===== src/rtl/sdpb_fifo_ctrl.sv =====
// FWFT stream FIFO driving an SDPB block RAM; 3-cycle empty-to-m_valid latency, 1 word/cycle each way.
// s_ready drops only when the RAM itself is full; m_valid/m_ready stalls are absorbed by a 2-entry output buffer.
module sdpb_fifo_ctrl #(
  parameter int ADDR_W = 9,
  parameter int DATA_W = 32
) (
  input  logic              CLK,
  input  logic              RESET,
  input  logic [DATA_W-1:0] s_data,
  input  logic              s_valid,
  output logic              s_ready,
  output logic [DATA_W-1:0] m_data,
  output logic              m_valid,
  input  logic              m_ready,
  output logic [ADDR_W+1:0] level,
  output logic              RAM_CEA,
  output logic              RAM_WRE,
  output logic [13:0]       RAM_ADA,
  output logic [DATA_W-1:0] RAM_DI,
  output logic              RAM_CEB,
  output logic [13:0]       RAM_ADB,
  output logic              RAM_OCE,
  input  logic [DATA_W-1:0] RAM_DO
);

  localparam int DEPTH = 2 ** ADDR_W;
  localparam logic [ADDR_W:0]   CNT_FULL = (ADDR_W + 1)'(DEPTH);
  localparam logic [ADDR_W:0]   CNT_ONE  = (ADDR_W + 1)'(1);
  localparam logic [ADDR_W-1:0] PTR_ONE  = ADDR_W'(1);

  logic [ADDR_W-1:0] wptr, rptr;
  logic [ADDR_W:0]   ram_cnt, ram_cnt_nx;
  logic              inflight;
  logic [1:0]        buf_cnt, buf_cnt_nx, slot;
  logic [DATA_W-1:0] buf0, buf1;
  logic [ADDR_W+1:0] level_q, level_nx;
  logic              push, pop, issue;
  logic [2:0]        pending;

  assign s_ready = !RESET && (ram_cnt != CNT_FULL);
  assign push    = s_valid && s_ready;
  assign m_valid = !RESET && (buf_cnt != 2'd0);
  assign pop     = m_valid && m_ready;

  // Buffer entries that will be occupied next cycle before any new issue lands.
  assign pending = 3'(buf_cnt) + 3'(inflight) - 3'(pop);
  assign issue   = !RESET && (ram_cnt != '0) && (pending < 3'd2);
  assign slot    = buf_cnt - 2'(pop);

  always_comb begin
    ram_cnt_nx = ram_cnt;
    if (push && !issue) begin
      ram_cnt_nx = ram_cnt + CNT_ONE;
    end else if (!push && issue) begin
      ram_cnt_nx = ram_cnt - CNT_ONE;
    end
    buf_cnt_nx = pending[1:0];
    level_nx   = (ADDR_W + 2)'(ram_cnt_nx) + (ADDR_W + 2)'(issue) + (ADDR_W + 2)'(buf_cnt_nx);
  end

  always_ff @(posedge CLK) begin
    if (RESET) begin
      wptr     <= '0;
      rptr     <= '0;
      ram_cnt  <= '0;
      inflight <= 1'b0;
      buf_cnt  <= '0;
      level_q  <= '0;
      buf0     <= '0;
      buf1     <= '0;
    end else begin
      if (push) wptr <= wptr + PTR_ONE;
      if (issue) rptr <= rptr + PTR_ONE;
      ram_cnt  <= ram_cnt_nx;
      inflight <= issue;
      buf_cnt  <= buf_cnt_nx;
      level_q  <= level_nx;
      if (pop && buf_cnt == 2'd2) buf0 <= buf1;
      // Returning read lands behind whatever survives this cycle's pop.
      if (inflight) begin
        if (slot == 2'd0) buf0 <= RAM_DO;
        else              buf1 <= RAM_DO;
      end
    end
  end

  assign m_data  = buf0;
  assign level   = RESET ? '0 : level_q;
  assign RAM_CEA = push;
  assign RAM_WRE = push;
  assign RAM_DI  = s_data;
  assign RAM_ADA = (14'(wptr) << (14 - ADDR_W)) | 14'h000F;
  assign RAM_CEB = issue;
  assign RAM_ADB = (14'(rptr) << (14 - ADDR_W)) | 14'h000F;
  assign RAM_OCE = 1'b1;

endmodule


===== config.mk =====
export PLATFORM = sky130hd
export DESIGN_NAME = sdpb_fifo_ctrl
export DESIGN_NICKNAME = d
export VERILOG_FILES = /design/src/rtl/sdpb_fifo_ctrl.sv
export SDC_FILE = /design/constraint.sdc
export NUM_CORES = 1
export LEC_CHECK = 0
export CAP_MARGIN = 25
export CORE_ASPECT_RATIO = 1.75
export CORE_MARGIN = 8
export CORE_UTILIZATION = 46
export DETAILED_ROUTE_END_ITERATION = 7
export PLACE_DENSITY = 0.77
export SLEW_MARGIN = 20
export SYNTH_ARGS = -nofsm -noshare
export SYNTH_HDL_FRONTEND = slang
export SYNTH_SLANG_ARGS = --single-unit

===== constraint.sdc =====
create_clock -name CLK -period 5.31 [get_ports CLK]
set_clock_uncertainty 0.05 [all_clocks]
set_input_delay 0.531 -clock CLK [delete_from_list [all_inputs] [get_ports CLK]]
set_output_delay 0.531 -clock CLK [all_outputs]
set_load 0.01 [all_outputs]

==> flow_summary.toml <==
[clocking]
path_clk_slew_ns = 0.07
numCtsBuffers = 9
clock_sinks = 106
cts_root_buf = "clkbuf_16"
clockBufferDepth = 2
cts_hold_buf = 0
cts_tree = "done"
cts_resized = 0
clk_latency_ns = 0.34
postCtsSetupBuffers = 0
h-tree-depth = 3

[place]
hpwl_mm = 10.0
place.port_buffers = 101
gp_congestion = 0.918

[sta]
finalMaxSlewViolations = 0
finalCritPeriodShare = 0.913
hold_violations = 0
timing.hold.ws_ns = 0.405
final-setup-viol-count = 0
max_slew.worst_pin.slew_ns = 0.908
setup_tns_ns = 0
fmax_ghz = 0.206
layout_min_cycle_time_ns = 4.85
rsz0062_at_grt = "no"
relSlewSlack = 0.393

[yosys]
yosysTopAreaCellShare = 0.407
yosysMostFrequentCell = "dfxtp_1"
ys.flop_type = "dfxtp_1"
synth-seq-area-share = 0.407
synth_warnings = 0
synth-edff-count = 0
avgSynthCellArea_sq_um = 8.61
yosys.area.top_type = "dfxtp_1"
yosysUniqueCellTypes = 63
yosys-top-cells-area = "dfxtp_1, mux2i_1, buf_4, nand2_1, a211oi_1"
ys_top_cells_by_count = "dfxtp_1, nand2_1, nor2_1, a21oi_1, buf_4"
ys_seq_elements = 106
synthCells = 605
async_flop_share = 0
syn_area_sq_um = 5210

[routing]
vias = 4373
firstDrtPassIters = 4
avgRoutedWirePerCell_um = 17.3
drc_errors = 0
wl_mm = 13.7
drt-vias-per-instance = 5.51
first_iter_violations = 196
ant_nets = 0

[power_and_ir_drop]
pwr-share-clk = 0.190
internal-power_uw = 2180
power_leakage_uw = 0.00226
swShare = 0.400
switching_power_uw = 1450
ir_drop_mv = 0.356
finalPower_uw = 3630
power_frac_seq = 0.325
pwr_density_cell_nw_per_um2 = 572
pwr-share-comb = 0.485

[setup_path]
path_class = "register to register"
cp_max_fo = 7
critPathArrivalTime_ns = 5.03
reg2reg_to = "level_q[8]"
start_kind = "register"
r2r_slack_ns = 0.46
endpoint = "level_q[8]"
cp-startpoint = "buf_cnt[1]"
rr_worst_depth = 20
endpoint_kind = "register"
cp.required_ns = 5.49
rr_startpoint = "buf_cnt[1]"

[layout]
fill_cells = 995
drive_gt1_frac = 0.0619
utilization = 0.572
antenna_cells = 0
syn2layout_area_growth_pct = 21.8
final_nets = 736

[job]
maxCapViolCount = 0

[floorplan]
start_util = 0.469
die_w_um = 96.5
io_pins = 177
die_h_um = 157
num_rows = 51
design.die.area_sq_um = 15100
core_sq_um = 11100

[global_routing]
overflow = 0
grt_use_total = 0.186
grt_pass1_wl_mm = 22.2
antenna_found_initial = 0
grt_pass1_vias = 4419
grt_max_degree = 67

[min_path]
hp-class = "register to register"

[outcome]
status = "completed"
## layer usage
layer  track usage  vias up  wire length, um
met4        0.0958        0              508
met5             0        -                0
met3        0.0336       48              677
met2         0.333      129             7330
met1         0.198     2083             5200
li1              -     2113                -
## through the flow
stage                     cells  cell area [sq um]  setup WS, ns
after floorplan             614               5240         0.440
after global placement      777               6020         0.310
after detailed placement    778               6040         0.201
after CTS                   794               6350         0.453
after global routing        794               6350        0.0967
final                       794               6350         0.463
## area by class of cell
cell class | instances | area (sq um) | share of cell area
multi-input combinational | 413 | 2600 | 0.409
sequential | 106 | 2120 | 0.334
timing repair buffer | 110 | 1090 | 0.172
clock buffer | 10 | 239 | 0.0377
tap | 132 | 165 | 0.0260
clock inverter | 6 | 70.1 | 0.0110
inverter | 17 | 63.8 | 0.0101
## worst max-delay path, cell delays in order, from the launching register on
cell and delay [ns]:
dfxtp_1 0.42, inv_1 0.09, a21oi_1 0.16, and2_1 0.17, ha_1 0.25, inv_1 0.07, ha_1 0.14, inv_1 0.05
fa_1 0.51, nor2b_1 0.36, nand2_1 0.12, a21oi_1 0.24, nor2_1 0.09, o22ai_1 0.18, xnor2_1 0.12, fa_1 0.40
inv_1 0.10, fa_1 0.28, inv_1 0.06, or4_4 0.54, mux2_4 0.31
## worst min path at each step
stage / start / endpoint / slack [ns] / cells after the start
3_3_place_gp: buf1[10] / buf1[10] / 0.39 / 2
2_1_floorplan: buf1[0] / buf1[0] / 0.39 / 2
4_1_cts: buf1[24] / buf1[24] / 0.41 / 2
5_1_grt: buf1[22] / buf1[22] / 0.43 / 2
6_report: buf1[3] / buf1[3] / 0.41 / 2
3_5_place_dp: buf1[24] / buf1[24] / 0.40 / 2
## power by group through the flow
stage | Sequential, uW | Clock, uW | Combinational, uW
after global routing | 1210 | 738 | 1940
after global placement | 1190 | 0 | 1720
after CTS | 1180 | 707 | 1760
after detailed placement | 1190 | 0 | 1750
after floorplan | 1190 | 0 | 1140
final | 1180 | 690 | 1760
## cell families (layout without fill, tap and decap cells)
logic type,Yosys count,count (layout),share of synthesized area
AOI/OAI and AO/OA,105,105,0.133
xor gates and xnor gates,26,26,0.0437
adders and majority gates,11,11,0.0307
buffers and inverters,95,143,0.101
DFF,106,106,0.407
muxes,38,38,0.0747
other,2,11,0.00144
and+or+nand+nor,222,222,0.208
## cells in the final DEF, fill, tap and decap left out, drive strengths merged, types with 15 or more instances in the layout
cell type	Yosys	layout
a211oi	35	35
clkdlybuf4s50	0	100
nor2b	19	19
nor2	68	68
dfxtp	106	106
a21oi	44	44
xnor2	15	15
nand2	80	80
mux2i	34	34
inv	16	19
## flip-flops by register name (all words and copies together), names as in the netlist
name      cells
buf1         32
m_data       32
level_q      11
ram_cnt      10
rptr          9
wptr          9
buf_cnt       2
inflight      1
No activity file was read; power rests on OpenSTA's default activity.
